File: config.mk
export PLATFORM = sky130hd
export DESIGN_NAME = eep_ctrl
export DESIGN_NICKNAME = d
export VERILOG_FILES = /design/src/rtl/eep_ctrl.sv
export SDC_FILE = /design/constraint.sdc
export NUM_CORES = 1
export LEC_CHECK = 0
export CORE_ASPECT_RATIO = 1.25
export CORE_MARGIN = 3
export CORE_UTILIZATION = 25
export DETAILED_ROUTE_END_ITERATION = 6
export PLACE_DENSITY = 0.5
export SETUP_SLACK_MARGIN = 0.1
export SLEW_MARGIN = 5
export SYNTH_ARGS = -nofsm -noshare
export SYNTH_HDL_FRONTEND = slang
export SYNTH_SLANG_ARGS = --single-unit
File: constraint.sdc
create_clock -name clk -period 4.48 [get_ports clk]
set_input_delay 0.672 -clock clk [delete_from_list [all_inputs] [get_ports clk]]
set_output_delay 0.672 -clock clk [all_outputs]
set_load 0.05 [all_outputs]
File: src/rtl/eep_ctrl.sv
// eep_ctrl: sequencer for the 4-word x 14-bit EEPROM in cbc_dig.
//
// After reset it boot-loads xset/P/I/D (EEPROM words 0..3) into the PID
// coefficient registers. It then serves single read/write commands from the
// config command decoder. A write selects the EEPROM for one cycle and then
// holds the charge pump on for PMP_CYCLES cycles. Every write is also copied
// to the coefficient registers so the datapath tracks the EEPROM contents.
//
// Ports:
//   clk, rst_n            clock, asynchronous active-low reset
//   cmd_req/wr/addr/wdata command from decoder (level req, held until ack)
//   cmd_ack, cmd_rdata    completion pulse, read data
//   busy, init_done       status
//   coef_ld/addr/data     coefficient load strobe (0=xset 1=P 2=I 3=D)
//   eep_addr/wdata/cs_n/r_w_n, chrg_pmp_en   EEPROM macro control
//   eep_rd_data           EEPROM read data, valid the cycle after a read select
module eep_ctrl #(
    parameter int unsigned PMP_CYCLES = 3000000
) (
    input  logic        clk,
    input  logic        rst_n,
    input  logic        cmd_req,
    input  logic        cmd_wr,
    input  logic [1:0]  cmd_addr,
    input  logic [13:0] cmd_wdata,
    output logic        cmd_ack,
    output logic [13:0] cmd_rdata,
    output logic        busy,
    output logic        init_done,
    output logic        coef_ld,
    output logic [1:0]  coef_addr,
    output logic [13:0] coef_data,
    output logic [1:0]  eep_addr,
    output logic [13:0] eep_wdata,
    output logic        eep_cs_n,
    output logic        eep_r_w_n,
    output logic        chrg_pmp_en,
    input  logic [13:0] eep_rd_data
);

    localparam logic [2:0] S_BOOT_RD  = 3'd0;
    localparam logic [2:0] S_BOOT_CAP = 3'd1;
    localparam logic [2:0] S_IDLE     = 3'd2;
    localparam logic [2:0] S_RD       = 3'd3;
    localparam logic [2:0] S_RD_CAP   = 3'd4;
    localparam logic [2:0] S_WR       = 3'd5;
    localparam logic [2:0] S_PUMP     = 3'd6;
    localparam logic [2:0] S_DONE     = 3'd7;

    localparam logic [23:0] PMP_LD = 24'(PMP_CYCLES - 1);

    logic [2:0]  state, ns;
    logic [1:0]  boot_addr, ba_nxt;
    logic        boot_go;      // first BOOT_RD cycle after reset has not driven the EEPROM yet
    logic [1:0]  lat_addr;
    logic [13:0] lat_wdata;
    logic [23:0] pmp_cnt;
    logic        boot_last;
    logic        init_nxt;

    assign boot_last = (state == S_BOOT_CAP) && (boot_addr == 2'd3);
    assign init_nxt  = init_done | boot_last;

    always_comb begin
        ns     = state;
        ba_nxt = boot_addr;
        case (state)
            S_BOOT_RD:  if (boot_go) ns = S_BOOT_CAP;
            S_BOOT_CAP: begin
                if (boot_addr == 2'd3) begin
                    ns = S_IDLE;
                end else begin
                    ns     = S_BOOT_RD;
                    ba_nxt = boot_addr + 2'd1;
                end
            end
            S_IDLE:     if (cmd_req) ns = cmd_wr ? S_WR : S_RD;
            S_RD:       ns = S_RD_CAP;
            S_RD_CAP:   ns = S_DONE;
            S_WR:       ns = S_PUMP;
            S_PUMP:     if (pmp_cnt == 24'd0) ns = S_DONE;
            S_DONE:     ns = S_IDLE;
            default:    ns = S_BOOT_RD;
        endcase
    end

    // Outputs are registered from the next state, so each output is valid in
    // the same cycle the FSM occupies the corresponding state.
    always_ff @(posedge clk or negedge rst_n) begin
        if (!rst_n) begin
            state       <= S_BOOT_RD;
            boot_addr   <= 2'd0;
            boot_go     <= 1'b0;
            lat_addr    <= 2'd0;
            lat_wdata   <= 14'd0;
            pmp_cnt     <= 24'd0;
            cmd_ack     <= 1'b0;
            cmd_rdata   <= 14'd0;
            busy        <= 1'b1;
            init_done   <= 1'b0;
            coef_ld     <= 1'b0;
            coef_addr   <= 2'd0;
            coef_data   <= 14'd0;
            eep_addr    <= 2'd0;
            eep_wdata   <= 14'd0;
            eep_cs_n    <= 1'b1;
            eep_r_w_n   <= 1'b1;
            chrg_pmp_en <= 1'b0;
        end else begin
            state       <= ns;
            boot_addr   <= ba_nxt;
            if (state == S_BOOT_RD) boot_go <= 1'b1;

            eep_cs_n    <= ~((ns == S_BOOT_RD) || (ns == S_RD) || (ns == S_WR));
            eep_r_w_n   <= (ns != S_WR);
            chrg_pmp_en <= (ns == S_PUMP);
            cmd_ack     <= (ns == S_DONE);
            busy        <= ~init_nxt | (ns != S_IDLE);
            init_done   <= init_nxt;

            if (ns == S_BOOT_RD) eep_addr <= ba_nxt;

            // Command fields are latched once; later input changes are ignored.
            if (state == S_IDLE && cmd_req) begin
                lat_addr  <= cmd_addr;
                lat_wdata <= cmd_wdata;
                eep_addr  <= cmd_addr;
                if (cmd_wr) eep_wdata <= cmd_wdata;
            end

            if (state == S_WR)
                pmp_cnt <= PMP_LD;
            else if (state == S_PUMP && pmp_cnt != 24'd0)
                pmp_cnt <= pmp_cnt - 24'd1;

            // EEPROM data is valid during the capture state; sample at its end.
            if (state == S_RD_CAP) cmd_rdata <= eep_rd_data;

            coef_ld <= 1'b0;
            if (state == S_BOOT_CAP) begin
                coef_ld   <= 1'b1;
                coef_addr <= boot_addr;
                coef_data <= eep_rd_data;
            end else if (state == S_PUMP && pmp_cnt == 24'd0) begin
                coef_ld   <= 1'b1;
                coef_addr <= lat_addr;
                coef_data <= lat_wdata;
            end
        end
    end

endmodule

# Word-level counts from Yosys, hierarchy flattened
# Index checks and enable logic that the tools add are counted.
[classes]
addsub = 2
eq_ne = 14
n_mux = 18
bitwise_logic = 4
n_reduce_logical = 14
[op_table]
columns = ["operator", "count"]
rows = [
  ["$mux W24", 2],
  ["$mux W14", 2],
  ["$logic_not A24 Y1", 1],
  ["$pmux W3 S8", 1],
  ["$reduce_bool A24 Y1", 1],
  ["$sub A24 B1 Y24 const B", 1],
  ["$eq A3 B3 Y1 const B", 7],
  ["$mux W2", 7],
  ["$mux W3", 4],
  ["$eq A3 B2 Y1 const B", 3],
  ["$logic_not A3 Y1", 2],
  ["$reduce_bool A2 Y1", 3],
  ["$logic_and A1 B1 Y1", 4],
  ["$eq A3 B1 Y1 const B", 1],
  ["$ne A3 B2 Y1 const B", 1],
  ["$ne A3 B3 Y1 const B", 1],
  ["$add A2 B1 Y2 const B", 1],
  ["$eq A2 B2 Y1 const B", 1],
  ["$logic_or A1 B1 Y1", 2],
  ["$mux W1", 2],
  ["$not A1 Y1", 2],
  ["$or A1 B1 Y1", 2],
  ["$reduce_and A2 Y1", 1],
]
[totals]
ff_bits = 99
out_inout_bits = 53
wordCells = 70

# Logic depth before layout (Yosys ltp)
[depth]
ltp_word = 7
depth_mapped = 9

# Least setup slack after synthesis
# OpenSTA, ideal clock, no wires.
[synth_timing]
path_type = "register to register"
from = "register pmp_cnt[3]"
to = "register pmp_cnt[23]"
setup_ps = 136
t_arrival_ps = 2638
required_ps = 4344
path_slack_ps = 1707
path_stages_with_launch = 9
n_path_buf = 3
cell_sequence = "dfrtp_1 -> or4_1 -> buf_2 -> or4_1 -> buf_2 -> buf_6 -> or4_4 -> o311ai_1 -> o41ai_1"
[synth_via]
elab_chain_cells = 3
[synth_lines]
columns = ["item", "line", "source"]
rows = [
  ["start, declared", "57", "logic [23:0] pmp_cnt;"],
  ["start signal, assigned", "134", "pmp_cnt <= pmp_cnt - 24'd1;"],
  ["$sub A24 B1 Y24 or $reduce_bool A24 Y1 (tied branches)", "134, 133", ""],
  ["$mux W24 or $logic_and A1 B1 Y1 (tied branches)", "133", "else if (state == S_PUMP && pmp_cnt != 24'd0)"],
  ["$mux W24 or $reduce_bool A2 Y1 (tied branches)", "-", ""],
]
# Several ways; a longest one is shown, not always the timed one. The select of a mux whose other input is x is not followed.
# A chain may end at the register's enable or synchronous reset.

# Worst setup path in the final report
[layout_timing]
from = "register pmp_cnt[3]"
to = "register coef_addr[1]"
[layout_via]
elab_chain_cells = 3
[layout_lines]
columns = ["item", "line", "source"]
rows = [
  ["$logic_not A24 Y1", "144", "end else if (state == S_PUMP && pmp_cnt == 24'd0) begin"],
  ["$logic_and A1 B1 Y1", "144", ""],
  ["$reduce_bool A2 Y1 (no line)", "-", ""],
  ["end signal, assigned", "142", "coef_addr <= boot_addr;"],
  ["end signal, assigned", "146", "coef_addr <= lat_addr;"],
  ["end, declared", "31", "output logic [1:0] coef_addr,"],
]
# Every way passes these cells.

==> out/metrics.yaml <==
status:
  outcome: "completed"
synthesis:
  syn_area_um2: 4370
  syn-num-nets: 412
  synth.avg_cell_area_um2: 11.6
  synth_seq_cells: 99
  synth_flop_cell: "dfrtp_1"
  synth_top_area_cell: "dfrtp_1"
  ys_types: 47
  synth-seq-area-share_pct: 56.8
  yosysWarnings: 0
  synth_top_area_share_pct: 55.0
  synth.area.top_cells: "dfrtp_1 55%, mux2_2 12%, mux2i_1 4.8%"
  synth_cells: 377
  async_reset_ff_share_pct: 100
  synth_edf_count: 0
clocking:
  cts_hold_buf: 0
  htree_levels: 3
  ctsResizeCount: 0
  cts_tree: "built"
  cts.sinks: 99
  clk_pin_slew_ns: 0.07
  root_buffer: "clkbuf_16"
  clk_path_buf_depth: 2
  cts_buffers: 9
  cts_setup_buffers: 0
  clk_latency_ns: 0.35
floorplan:
  die-area_um2: 19100
  coreArea_um2: 17000
  die_y_um: 154
  io_pins: 87
  num_rows: 53
  die_width_um: 124
  start_util_pct: 25.7
worst_hold_path:
  hold_path_class: "in2async"
worst_setup_path:
  crit_buf_inv: 1
  worstPathArrival_ns: 3.47
  r2r_cells: 6
  path_depth: 6
  cpMaxStageDelayCell: "or4_1"
  slowest_delay_ns: 0.74
  startpoint_type: "flop"
  crit_top_cell: "or4_1"
  crit_chain: "or4_1, or4_1, nor3_2, buf_4, mux2i_1, o21ai_0"
  crit_family: "simple AND/OR/NAND/NOR gates"
  endpoint_kind: "flop"
  cp.required_ns: 4.69
  critPathKind: "reg2reg"
  worst-path-max-fanout: 14
finish:
  final_cells: 683
  fin_util_pct: 33.8
  drive_gt1_share_pct: 16.6
  seq_area_um2: 2480
  diodes: 0
  area_growth_pct: 31.5
  fillers: 1760
  multiInputGateArea_um2: 1800
  final_nets: 493
power_and_ir_drop:
  internal-power_mw: 2.50
  power_frac_clock_pct: 16.3
  switchingPower_mw: 2.00
  total_power_mw: 4.50
  seq_power_share_pct: 35.6
  p_leak_nw: 2.20
  p_sw_share_pct: 44.5
  comb_power_share_pct: 48.1
  power_density_nw_per_um2: 784
  ir_worst_vdd_mv: 0.357
grt:
  grt_first_pass_wirelength_mm: 18.0
  grt_max_degree: 73
  antenna_found_initial: 0
  grt_usage_pct: 11.7
  grt_overflow: 0
  grt_pass1_vias: 3329
sta:
  setup_viol: 0
  fmax_mhz: 307
  grt_setup_unrepaired: "false"
  hold_viol: 0
  finalClockSkew_ns: 0.0118
  slew_viol_final: 0
  period_minus_slack_ns: 3.26
  whs_ns: 0.455
  slew_headroom_pct: 38.7
  fin_crit_sh_pct: 72.8
  totalNegativeSetupSlack_ns: 0
  worst_pin_slew_ns: 0.919
placement:
  dpl.hpwl_mm: 7.73
  routabilityCongestion: 0.792
  place_inst: 667
  port_buffers: 86
routing:
  antenna_left: 0
  wire_per_inst_um: 16.1
  dr.pass1.iters: 4
  drt_iter0_drc: 165
  drc: 0
  vias: 3211
  vias_per_cell: 4.70
  wirelength_mm: 11.0
job:
  cap_violations: 0
==> Yosys cell counts, types with 3 or more instances <==
cell type   n
a21oi_1     7
buf_2       3
clkbuf_1   16
dfrtp_1    96
dfstp_2     3
inv_1       6
mux2_2     45
mux2i_1    21
nand2_1    34
nand2b_1    7
nand3_1    13
nor2_1     10
nor2b_1     4
nor3_1      8
nor4_1      8
o211ai_1    3
o21ai_0    34
o31ai_1     3
o41ai_1     3
or2_2       4
or3_1      11
or4_1       3
==> power groups by stage <==
stage	clock network (mW)	registers [mW]	logic, mW
after floorplan	0	2.30	0.726
after global placement	0	1.61	2.16
after detailed placement	0	1.62	2.19
after CTS	0.763	1.61	2.20
after global routing	0.802	1.66	2.31
final	0.733	1.60	2.17
==> per-stage QoR <==
stage	worst slack, ns	instance area (um^2)
global route	1.06	5740
floorplan	1.71	4370
detailed placement	1.22	5470
global placement	1.33	5470
CTS	1.23	5740
finish	1.22	5740
==> area by class of cell <==
class	count	share of cell area (%)
flip-flops and latches	99	43.2
multi-input cells	251	31.3
repair buffers	91	15.6
well taps	220	4.79
clock buffers	11	4.05
clock inverters	5	0.719
inverters	6	0.392
==> metal layers <==
| layer | vias to the layer above | GRT usage [%] | share of wire [%] |
|---|---|---|---|
| met5 | - | 0 | 0 |
| met4 | 0 | 4.60 | 1.7 |
| met3 | 12 | 3.82 | 6.7 |
| met2 | 90 | 18.0 | 45 |
| met1 | 1585 | 15.3 | 47 |
| li1 | 1524 | - | - |
==> registers in the layout, indices dropped and copies added (netlist names) <==
| register | cells |
|---|---|
| init_done | 1 |
| busy | 1 |
| cmd_rdata | 14 |
| boot_go | 1 |
| lat_addr | 2 |
| chrg_pmp_en | 1 |
| coef_data | 14 |
| cmd_ack | 1 |
| coef_ld | 1 |
| eep_r_w_n | 1 |
| boot_addr | 2 |
| eep_addr | 2 |
| pmp_cnt | 24 |
| eep_wdata | 14 |
| lat_wdata | 14 |
| coef_addr | 2 |
| state | 3 |
| eep_cs_n | 1 |
==> worst paths after layout <==
kind / endpoint / slack, ns / startpoint
min: chrg_pmp_en$_DFF_PN0_ / 0.46 / rst_n
max in group asynchronous: eep_r_w_n$_DFF_PN1_ / 3.08 / rst_n
max: coef_addr[1]$_DFFE_PN0P_ / 1.22 / pmp_cnt[3]$_DFFE_PN0P_
min in group clk: pmp_cnt[6]$_DFFE_PN0P_ / 0.48 / pmp_cnt[6]$_DFFE_PN0P_
max reg2reg: coef_addr[1]$_DFFE_PN0P_ / 1.22 / pmp_cnt[3]$_DFFE_PN0P_
min reg2reg: pmp_cnt[6]$_DFFE_PN0P_ / 0.48 / pmp_cnt[6]$_DFFE_PN0P_
==> cell families after synthesis <==
kind of cell	count (synthesis)	synth area share [%]
DFF	99	56.8
buffers and inverters	27	2.66
AOI/OAI and AO/OA	64	8.94
adders and majority gates	1	0.286
and+or+nand+nor	116	14.1
muxes	66	16.4
xor gates and xnor gates	4	0.802
==> layout by cell type, fill, tap and decap left out, types with 9 or more instances in the layout <==
cell type         n
nand2_1          34
o21ai_0          34
nand3_1          13
nor2_1           10
mux2_2           45
clkbuf_16         9
or3_1            11
clkdlybuf4s50_1  85
dfrtp_1          96
mux2i_1          21
==> worst register-to-register path: stages (launching register included) <==
cell and delay, ns:
dfrtp_1 0.43, or4_1 0.65, or4_1 0.74, nor3_2 0.66, buf_4 0.36, mux2i_1 0.20, o21ai_0 0.10
(Power assumes the default switching activity.)
==> RTL edit, RTL diff (same flow settings) <==
Change the parameter `PMP_CYCLES` from 3000000 to 1500000.
--- a/src/rtl/eep_ctrl.sv
+++ b/src/rtl/eep_ctrl.sv
@@ -16,5 +16,5 @@
 //   eep_rd_data           EEPROM read data, valid the cycle after a read select
 module eep_ctrl #(
-    parameter int unsigned PMP_CYCLES = 3000000
+    parameter int unsigned PMP_CYCLES = 1500000
 ) (
     input  logic        clk,
Function: same outputs for any inputs over 10 cycles, from zero or initial values and one cycle with rst_n low; that may be too few to reach the edited logic, so the function may still have changed.
==> RTL edit against the unedited design <==
- count of clock-buffer cells in the layout did not move
- total power is 0.98% lower
- sequential share of layout area rose by 0.18 points
- die area shrank 1.0%
- setup slack better by 0.42 ns
- sequential cell count stayed put
- synthesized area is 1.1% lower
- largest cell class unchanged
- design area is 0.41% lower
- highest routed layer unchanged
- global-route usage grew 0.58 points
- wire length increased by 1.1%
- combinational power down 6%
==> RTL edit: results <==
{
  "status": "complete, no violations",
  "synthTopCellsByCount": "dfrtp_1 (96), nand2_1 (46), mux2_2 (43)",
  "ys_types": 52,
  "yosysSeqAreaShare_pct": 57.4,
  "rr_worst_depth": 5,
  "drt_iter0_drc": 132,
  "synth.mux.area_fraction_pct": 12.8,
  "totalWireLength_um": 11100,
  "p_leak_uw": 0.00227,
  "via_per_inst": 4.62,
  "layoutNonFillerInstCount": 689,
  "syn_area_per_cell_um2": 11.4,
  "dr_wl_met3_um": 867,
  "grt_usage_pct": 12.3,
  "worst_slack_ns": 1.64,
  "grt_max_degree": 68,
  "ys_top_cells_by_area": "dfrtp_1 (56%), mux2_2 (11%), nand2_1 (4.0%)",
  "synth_nets": 415,
  "synth_compound_area_share_pct": 8.34,
  "cpMaxStageDelayCell": "nand4_1",
  "n_fill_cell": 1726,
  "wl_met2_um": 5420,
  "reg2reg_to": "pmp_cnt[6]$_DFFE_PN0P_",
  "grt_pass1_vias": 3333,
  "synthAdderAreaFrac_pct": 0.290
}
-- RTL edit: changes by cell type after synthesis, moves of 4 or more --
| cell | delta |
|---|---|
| nor2_1 | +24 |
| o21ai_0 | -22 |
| a31oi_1 | +15 |
| mux2i_1 | -14 |
| nand2_1 | +12 |
| xor2_1 | +7 |
| clkbuf_1 | -5 |
| nand2b_1 | -5 |
| or3_1 | -5 |
| inv_1 | +4 |
-- RTL edit: metrics by stage --
stage                     util (%)  cell area [um2]
after floorplan                  -             4320
after global placement        32.0             5410
after detailed placement      32.0             5410
after CTS                     33.8             5720
after global routing          33.8             5720
final                         33.8             5720
-- RTL edit: cell type report --
cell class              count  area, um2  area share [%]
repair buffers             90        888            15.5
clock buffers              11        253            4.42
clock inverters             5       60.1            1.05
well taps                 220        275            4.81
flip-flops and latches     99       2480            43.4
multi-input cells         253       1720            30.1
inverters                  11       41.3           0.722
-- RTL edit: report_power, final --
part,total [uW],switching (uW),internal (uW)
clock network,816,350,466
registers,1590,298,1290
logic,2050,1280,774
